--- src/rtl/demux_stream_1to2.sv ---
// ============================================================================
// demux_stream_1to2
//
// Purpose:
//   Routes a single valid/ready input stream to one of two output streams.
//   in_sel picks the destination branch for each word. Each branch buffers
//   up to two words in its own small FIFO, so a stalled branch never blocks
//   the other one. Words appear on the selected output one cycle after they
//   are accepted.
//
// Ports:
//   clk         - single clock, rising edge
//   rst         - asynchronous, active-high reset
//   in_valid    - upstream word valid
//   in_data     - upstream payload (DWIDTH bits)
//   in_sel      - destination: 0 = branch 0, 1 = branch 1
//   in_ready    - word is accepted this cycle (selected branch not full)
//   out0_valid  - branch 0 word valid
//   out0_data   - branch 0 payload
//   out0_ready  - branch 0 downstream ready
//   out1_valid  - branch 1 word valid
//   out1_data   - branch 1 payload
//   out1_ready  - branch 1 downstream ready
//   cnt0, cnt1  - 16-bit wrapping counts of completed output transfers
//                 (present only when DEMUX_STREAM_CNT_EN is defined)
//
// Compile option:
//   DEMUX_STREAM_CNT_EN - adds the cnt0/cnt1 transfer counters.
// ============================================================================
module demux_stream_1to2 #(
    parameter int DWIDTH = 32
) (
    input  logic              clk,
    input  logic              rst,
    input  logic              in_valid,
    input  logic [DWIDTH-1:0] in_data,
    input  logic              in_sel,
    output logic              in_ready,
    output logic              out0_valid,
    output logic [DWIDTH-1:0] out0_data,
    input  logic              out0_ready,
    output logic              out1_valid,
    output logic [DWIDTH-1:0] out1_data,
    input  logic              out1_ready
`ifdef DEMUX_STREAM_CNT_EN
    ,
    output logic [15:0]       cnt0,
    output logic [15:0]       cnt1
`endif
);

    // Per-branch views, index 0 = branch 0, index 1 = branch 1.
    logic [1:0]             sel_vec;
    logic [1:0]             out_ready_vec;
    logic [1:0]             valid_vec;
    logic [1:0]             full_vec;
    logic [1:0]             push;
    logic [1:0]             pop;
    logic [1:0][DWIDTH-1:0] head;
`ifdef DEMUX_STREAM_CNT_EN
    logic [1:0][15:0]       cnt_vec;
`endif

    assign sel_vec       = {in_sel, ~in_sel};
    assign out_ready_vec = {out1_ready, out0_ready};

    // Readiness depends only on the registered fullness of the selected
    // branch, never on the downstream readies, so no combinational path
    // exists from out*_ready to in_ready.
    assign in_ready = ~full_vec[in_sel];

    genvar gi;
    generate
        for (gi = 0; gi < 2; gi++) begin : g_branch
            logic [DWIDTH-1:0] mem_reg [2];
            logic              rd_ptr_reg;
            logic              wr_ptr_reg;
            logic [1:0]        count_reg;

            // A full branch refuses a push even if it pops in the same
            // cycle; this keeps in_ready free of any out*_ready term.
            assign push[gi]      = in_valid & sel_vec[gi] & ~full_vec[gi];
            assign pop[gi]       = valid_vec[gi] & out_ready_vec[gi];
            assign valid_vec[gi] = (count_reg != 2'd0);
            assign full_vec[gi]  = (count_reg == 2'd2);
            assign head[gi]      = mem_reg[rd_ptr_reg];

            // Storage is cleared on reset so the outputs read zero while
            // reset is held and no stale word survives it.
            always_ff @(posedge clk or posedge rst) begin
                if (rst) begin
                    mem_reg[0] <= '0;
                    mem_reg[1] <= '0;
                    rd_ptr_reg <= 1'b0;
                    wr_ptr_reg <= 1'b0;
                    count_reg  <= 2'd0;
                end else begin
                    if (push[gi]) begin
                        mem_reg[wr_ptr_reg] <= in_data;
                        wr_ptr_reg          <= ~wr_ptr_reg;
                    end
                    if (pop[gi]) begin
                        rd_ptr_reg <= ~rd_ptr_reg;
                    end
                    case ({push[gi], pop[gi]})
                        2'b10:   count_reg <= count_reg + 2'd1;
                        2'b01:   count_reg <= count_reg - 2'd1;
                        default: count_reg <= count_reg;
                    endcase
                end
            end

`ifdef DEMUX_STREAM_CNT_EN
            logic [15:0] xfer_cnt_reg;

            // Natural 16-bit overflow gives the 0xFFFF -> 0x0000 wrap.
            always_ff @(posedge clk or posedge rst) begin
                if (rst) begin
                    xfer_cnt_reg <= 16'd0;
                end else if (pop[gi]) begin
                    xfer_cnt_reg <= xfer_cnt_reg + 16'd1;
                end
            end

            assign cnt_vec[gi] = xfer_cnt_reg;
`endif
        end
    endgenerate

    assign out0_valid = valid_vec[0];
    assign out0_data  = head[0];
    assign out1_valid = valid_vec[1];
    assign out1_data  = head[1];

`ifdef DEMUX_STREAM_CNT_EN
    assign cnt0 = cnt_vec[0];
    assign cnt1 = cnt_vec[1];
`endif

endmodule

--- config.mk ---
export PLATFORM = sky130hd
export DESIGN_NAME = demux_stream_1to2
export DESIGN_NICKNAME = d
export VERILOG_FILES = /design/src/rtl/demux_stream_1to2.sv
export SDC_FILE = /design/constraint.sdc
export NUM_CORES = 1
export LEC_CHECK = 0
export CAP_MARGIN = 10
export CORE_UTILIZATION = 30
export DETAILED_ROUTE_END_ITERATION = 7
export PLACE_DENSITY = 0.55
export SLEW_MARGIN = 20
export SYNTH_ARGS = -nofsm -noshare
export SYNTH_HDL_FRONTEND = slang
export SYNTH_SLANG_ARGS = --single-unit
--- constraint.sdc ---
create_clock -name clk -period 4.3 [get_ports clk]
set_clock_uncertainty 0.1 [all_clocks]
set_input_delay 0.86 -clock clk [delete_from_list [all_inputs] [get_ports clk]]
set_output_delay 0.86 -clock clk [all_outputs]
set_load 0.01 [all_outputs]
==> reports/qor.yml <==
timing:
  fin_ws_ps: 1010
  whs_ps: 385
  fin_setup_tns_ps: 0
  rsz0062_at_grt: "false"
  worstMarginPinSlew_ps: 918
  fin_crit_ps: 3290
  finalSetupViolations: 0
  fin_crit_sh_pct: 76.4
  hold_violations: 0
  clock.fmax_ghz: 0.304
  slew_viol_final: 0
  slew_headroom_pct: 38.8
synth:
  yosysTopAreaCell: "dfrtp_1"
  ys_ff_latch: 136
  synthMostInstantiatedCell: "mux2_2"
  synth_area_leaders: "dfrtp_1 (57%), mux2_2 (35%), buf_6 (1.1%)"
  synthCells: 380
  async_reset_ff_share_pct: 100
  postSynthAreaPerCell_um2: 15.7
  syn_nets: 420
  synth-edff-count: 0
  synth_top_area_share_pct: 57.1
  synth_common_cells: "mux2_2 (187), dfrtp_1 (136), buf_2 (10)"
  syn_area_mm2: 0.00596
  yosysSeqAreaShare_pct: 57.1
  synth-warning-count: 0
  synth-main-ff-cell: "dfrtp_1"
  synth_cell_type_count: 25
global_routing:
  grt_overflow_total: 0
  grt_max_degree: 71
  grt_pass1_vias: 3858
  grt_pass1_wl_mm: 21.0
  track_usage_pct: 13.7
  antenna_found_initial: 0
power:
  p_switching_w: 0.00194
  p_leak_nw: 3.24
  power_w: 0.00675
  sequentialPowerShare_pct: 35.5
  pwr_density_cell_mw_per_mm2: 856
  peakVddDrop_mv: 0.317
  p_comb_share_pct: 41.5
  swShare_pct: 28.7
  p_int_w: 0.00481
  p_clk_share_pct: 23.0
clock_network:
  cts.sinks: 136
  clockRootBuffer: "clkbuf_16"
  cts_setup_buffers: 0
  clkLatencyLatePin_ps: 410
  clk_transition_reported_paths_ps: 60
  h-tree-depth: 4
  cts_made_buffers: 17
  max-clock-path-buffers: 2
  tritoncts: "done"
  hold_buffers: 0
  cts_resized: 0
drt:
  routed_wl_mm: 12.8
  wl_met3_um: 577
  drt_iter0_markers: 76
  drc: 0
  vias_per_cell: 4.50
  route.met2.wl_mm: 6.24
  vias: 3447
  antenna_left: 0
  routedWlPerCell_um: 16.7
  first_pass_iters: 4
  top_layer: "met4"
  wl_met1_mm: 5.88
setup_path:
  crit_path_end_kind: "output port"
  cpPeakStageDelay_ps: 970
  worst-setup-path-type: "register to output port"
  arrival_ps: 2330
  critical_path.startpoint_type: "register"
  slowest_stage: "dfrtp_2"
  path_buf_inv: 1
  required_ps: 3340
  r2r-end: "g_branch[0].mem_reg[25]"
  crit_family: "flip-flops"
  r2r_slack_ps: 2040
  worst-path-max-fanout: 33
  r2r_start: "g_branch[0].count_reg[0]"
  reg2regPathDepth: 4
  cp_cell_sequence: "mux2_2 -> clkdlybuf4s50_1"
final_layout:
  multi_input_area_mm2: 0.00241
  regArea_mm2: 0.00341
  antenna_cells: 0
  area_growth_pct: 32.4
  largest_register_ffs: 128
  layout.nets: 528
  drive_gt1_share_pct: 46.3
  post-route-util_pct: 40.6
  fillers: 1803
run:
  cap_violations: 0
floorplanning:
  num_io_pins: 105
  die_y_um: 143
  dieWidth_um: 143
  core_area_mm2: 0.0195
  start_util_pct: 30.6
  die_area_mm2: 0.0204
  rows: 51
worst_hold_path:
  worstHoldStart: "g_branch[0].mem_reg[55]"
  hold_path.class: "register to register"
  whs_path_depth: 1
  min_to: "g_branch[0].mem_reg[55]"
placed_design:
  port_buffers: 104
  hpwl_mm: 8.23
  place_ws_ps: 1020
  gp_congestion: 0.726
status:
  status: "complete, no violations"
## per-layer routing
| metal | global-route usage, % | vias up |
|---|---|---|
| li1 | - | 1575 |
| met1 | 17.6 | 1790 |
| met2 | 22.3 | 71 |
| met3 | 4.36 | 11 |
| met4 | 3.74 | 0 |
| met5 | 0 | - |
## final cells by class
type	instances	area share, %
flip-flops and latches	136	43.2
multi-input cells	222	30.6
repair buffers	110	13.9
clock buffers	24	6.23
well taps	265	4.20
clock inverters	8	1.81
inverters	1	0.0951
## placed cells by master (no fill, tap or decap), types with 4 or more instances in the layout
master           Yosys  layout
buf_4                3       5
bufinv_16            0       4
clkbuf_16            0      17
clkbuf_8             0       4
clkdlybuf4s50_1      0     104
dfrtp_1            136     134
mux2_1               5       5
mux2_2             187     187
xnor2_1              6       6
xor2_1               4       4
## worst register-to-register path, cell delays in order, from the launching register on
cell and delay (ps):
dfrtp_1 410, nand2b_4 180, nand4b_2 670, buf_4 490, mux2_2 290
## worst max-delay path by stage
stage / startpoint / endpoint / depth (start not counted)
final: g_branch[1].rd_ptr_reg / out1_data[17] / 2
after global routing: g_branch[1].rd_ptr_reg / out1_data[17] / 2
after CTS: g_branch[1].rd_ptr_reg / out1_data[17] / 2
after detailed placement: in_sel / g_branch[0].mem_reg[25] / 4
after global placement: in_sel / g_branch[0].mem_reg[14] / 4
after floorplan: rst / g_branch[0].count_reg[0] / 1
## metrics by stage
step / cell area (um2) / instances
5_1_grt: 7890 / 766
3_3_place_gp: 7260 / 734
3_5_place_dp: 7260 / 734
4_1_cts: 7890 / 766
6_report: 7890 / 766
2_1_floorplan: 5970 / 380
## kinds of logic (layout without fill, tap and decap cells)
logic type                 count (synthesis)  after routing  synth area share (%)
buffers and inverters                     22            143                  2.54
and+or+nand+nor                           17             17                  2.16
xor gates and xnor gates                  10             10                  1.47
muxes                                    192            192                  36.3
adders and majority gates                  2              2                 0.420
DFF                                      136            136                  57.1
AOI/OAI and AO/OA                          1              1                0.0838
## power groups by stage
stage	sequential [W]	combinational, W	clock [W]
2_1_floorplan	0.00217	0.00177	0
3_3_place_gp	0.00238	0.00280	0
3_5_place_dp	0.00243	0.00284	0
4_1_cts	0.00241	0.00286	0.00159
5_1_grt	0.00251	0.00301	0.00166
6_report	0.00240	0.00280	0.00155
(Power assumes the default switching activity.)
==> edit 1: new RTL, same settings <==
Add a define of `DEMUX_STREAM_CNT_EN`.
--- a/src/rtl/demux_stream_1to2.sv
+++ b/src/rtl/demux_stream_1to2.sv
@@ -27,6 +27,8 @@
 // Compile option:
 //   DEMUX_STREAM_CNT_EN - adds the cnt0/cnt1 transfer counters.
 // ============================================================================
+`define DEMUX_STREAM_CNT_EN
+
 module demux_stream_1to2 #(
     parameter int DWIDTH = 32
 ) (
Check against the original RTL (old outputs only; new: cnt0 and cnt1): equivalent (Yosys induction, for registers that start in step).
==> edit 1 against the original RTL <==
Setup slack worse by 33 ps; synthesized area is 33% higher; critical endpoint is now in_ready; largest power group unchanged; routed wire length is 31% higher; total power is 18% higher; final area is 29% higher; die area is 33% higher; highest routed layer unchanged; synthesized cell count is 31% higher; non-clock buffer count is 29 higher; global-route usage is 0.79 points lower; sequential cell count is 32 higher; worst hold slack worse by 15 ps.
==> edit 1: results (changes against the original RTL) <==
** Logic synthesis
- The total nets after synthesis was 538 (+28%).
- By count the netlist is led by 168 x sky130_fd_sc_hd__dfrtp_1, 120 x sky130_fd_sc_hd__mux2_4, 73 x sky130_fd_sc_hd__mux2_2.
- Cells taking the most area after synthesis :: sky130_fd_sc_hd__dfrtp_1 53%, sky130_fd_sc_hd__mux2_4 23%, sky130_fd_sc_hd__mux2_2 10%, sky130_fd_sc_hd__xnor2_1 3.2%, sky130_fd_sc_hd__buf_12 1.5%
- The number of distinct library cells after synthesis is 30 (+20%).
- Fraction of the yosys area taken by sequential cells :: 52.9% (-4.2 points)

** Power
- Static leakage :: 4.53 nW (+40%)
- The sequential power is 0.00291 W (+21%).
- Max IR drop VDD :: 349 uV (+10%)
- Part of the total power dissipated in the clock network :: 19.6% (-3.4 points)

** Finish
- The count of nets after finishing came to 676 (+28%).
- Register fraction of the total cell area :: 41.5% (-1.7 points)
- Combined flip-flop and latch cell area :: 4210 um2 (+24%)
- # fillers :: 2418 (+34%)
- The inverter count of the layout excluding clock inverters was 5 (+4).
- Final standard cell utilization of the core :: 38.9% (-1.6 points)

** Status
- The run finished with clean final reports.

** STA
- Slew margin rel. :: 37.7% (-1.1 points)
- Final worst-path cycle share :: 77.2% (+0.76 points)

** Detailed routing
- The number of vias after detailed routing is 4408 (+28%).
- The per-cell via count in the routed design came to 4.49 (-0.25%).
- Met3 routed wirelength :: 821 um (+42%)

** Worst setup path
- Endpoint of the most critical register-to-register path :: g_branch[0].mem_reg[2]
- The logic depth of the worst register-to-register path came to 3 (-1).
- The critical-path maximum fanout is 5 (-85%).
- The worst endpoint data arrival time came to 2360 ps (+30 ps).
- Capture point of the worst path :: in_ready

** Place
- The port buffer count was 136 (+31%).
- The area after detailed placement came to 9550 um2 (+32%).
- Placed insts :: 950 (+29%)

** Worst hold path
- Endpoint of the worst hold path :: cnt1[15]

** Clocking
- The number of clock sinks came to 168 (+24%).
## edit 1: changes by cell type in the layout (fill, tap and decap cells not counted), sizes merged, moves of 14 or more
cell           change
clkdlybuf4s50     +32
nand2             +18
xnor2             +23
dfrtp             +32
inv               +14
## edit 1: worst max-delay path: cells and delay by family
| family | cells | cell delay [ps] |
|---|---|---|
| multiplexers | 1 | 370 |
| buffers and inverters | 2 | 1120 |
## edit 1: cell families (layout without fill, tap and decap cells)
logic type | Yosys count | count (layout) | share of synthesized area [%]
buffers and inverters | 25 | 176 | 3.07
AO/OA/AOI/OAI | 2 | 2 | 0.220
adder cells (fa/ha/maj) | 4 | 4 | 0.630
multiplexers | 193 | 193 | 33.0
XOR/XNOR | 40 | 40 | 4.41
AND/OR/NAND/NOR | 64 | 64 | 5.79
flip-flops | 168 | 168 | 52.9
==> edit 2: new RTL, same settings <==
Made on the original files. The parameter `DWIDTH` goes from 32 to 24.
--- a/src/rtl/demux_stream_1to2.sv
+++ b/src/rtl/demux_stream_1to2.sv
@@ -28,7 +28,7 @@
 //   DEMUX_STREAM_CNT_EN - adds the cnt0/cnt1 transfer counters.
 // ============================================================================
 module demux_stream_1to2 #(
-    parameter int DWIDTH = 32
+    parameter int DWIDTH = 24
 ) (
     input  logic              clk,
     input  logic              rst,
Ports: changed (resized in_data, out0_data and out1_data); port bits go from 105 to 81. No check against the original RTL was run, so the function may have changed too.
==> edit 2 against the original RTL <==
Critical path depth increased by 1; routed wire length decreased by 26%; sequential cell count decreased by 32; setup slack got worse by 51 ps; synthesized cell count decreased by 22%; synthesized area decreased by 23%; final area decreased by 25%; fmax decreased by 1.5%; total power decreased by 29%; combinational power decreased by 20%; critical endpoint is now out0_data[21]; largest power group unchanged; highest routed layer unchanged.
==> edit 2: results (changes against the original RTL) <==
** Finish
- The fraction of layout cells with a size suffix above 1 is 37.7% (-8.6 points).
- The non-clock buffer share of cell area is 14.5% (+0.59 points).
- Combined flip-flop and latch cell area :: 2600 um2 (-24%)
- Clock Buffer Count :: 13 (-46%)
- Number of multi-input combinational cells in the layout :: 176 (-21%)
- The count of buffers not belonging to the clock network in the layout was 86 (-22%).
- The clock-cell share of area is 4.65% (-3.4 points).
- The flip-flop count of the largest register, all copies and words added came to 96 (-25%).

** Global route
- First-pass GRT wire length :: 15.2 mm (-28%)
- Overall routing resource usage :: 12.7% (-1.1 points)
- GR Layer Usage met2 :: 19.5% (-2.8 points)
- Largest net degree at the start of global routing :: 64 (-9.9%)

** Detailed routing
- Routed met1 length :: 4.49 mm (-24%)
- The total length of routed met2 wires was 4.51 mm (-28%).
- Avg Vias per Cell :: 4.62 (+2.6%)
- The number of vias after detailed routing was 2613 (-24%).
- The post-detailed-routing wire length was 9.47 mm (-26%).
- The detailed-routing iteration count for the pre-antenna-repair pass is 2 (-2).
- The violation count after the first detailed-routing iteration is 45 (-41%).

** Clocking
- Clock Latency Late Sink :: 340 ps (-70 ps)
- The clock buffer count from CTS is 9 (-8).

** Power
- The total leakage power was 2.49 nW (-23%).
- Max IR drop VDD :: 278 uV (-12%)

** Status
- The flow ran to the end, and the final reports show no timing, DRC or antenna violations.

** Place
- I/O Buffers :: 80 (-23%)
- Post-placement cell area :: 5640 um2 (-22%)
- The placed cell count came to 551 (-25%).

** Worst setup path
- Critical path data arrival time :: 2380 ps (+50 ps)
- Register-to-register setup slack :: 2100 ps (+60 ps)
- Critical path origin :: g_branch[0].rd_ptr_reg
- Critical register-to-register path startpoint :: g_branch[1].count_reg[1]
- Cell type of the slowest stage on the worst timing path :: sky130_fd_sc_hd__dfrtp_1
- The maximum single-stage delay on the critical path was 870 ps (-100 ps).
- The critical path ends at out0_data[21].

** Logic synthesis
- Synth Area in Adders :: 0.542% (+0.12 points)
- In the synthesized netlist, the cells that appear most often are 104 x sky130_fd_sc_hd__dfrtp_1, 99 x sky130_fd_sc_hd__mux2_2, 25 x sky130_fd_sc_hd__mux2_1.
- XOR/XNOR share of the synthesized area :: 1.90% (+0.43 points)
- Cells taking the most area after synthesis :: sky130_fd_sc_hd__dfrtp_1 56%, sky130_fd_sc_hd__mux2_2 24%, sky130_fd_sc_hd__mux2_4 6.5%, sky130_fd_sc_hd__mux2_1 6.1%, sky130_fd_sc_hd__xnor2_1 1.1%
- The multiplexer share of the synthesized area was 36.7% (+0.48 points).

** Worst hold path
- Endpoint of the worst hold path :: g_branch[0].mem_reg[33]
- HP Start :: g_branch[0].mem_reg[33]
-- edit 2: changes by cell type after synthesis, moves of 3 or more --
cell and change:
sky130_fd_sc_hd__buf_4 -3, sky130_fd_sc_hd__buf_2 -3, sky130_fd_sc_hd__mux2_4 +20, sky130_fd_sc_hd__nand2b_1 +3, sky130_fd_sc_hd__buf_6 -4, sky130_fd_sc_hd__mux2_2 -88
sky130_fd_sc_hd__mux2_1 +20, sky130_fd_sc_hd__clkbuf_1 +3, sky130_fd_sc_hd__dfrtp_1 -32
-- edit 2: report_power, final --
| group | internal (W) | leakage (nW) | total (W) | switching [W] |
|---|---|---|---|---|
| logic | 0.00145 | 1.13 | 0.00223 | 0.000775 |
| clock network | 0.000422 | 0.128 | 0.000766 | 0.000344 |
| registers | 0.00148 | 1.23 | 0.00180 | 0.000316 |
-- edit 2: stage by stage --
step                hold slack, ps  setup WS (ps)
finish                         385            962
global route                   402            794
CTS                            392            851
detailed placement             375           1170
global placement               364           1190
floorplan                      354            608
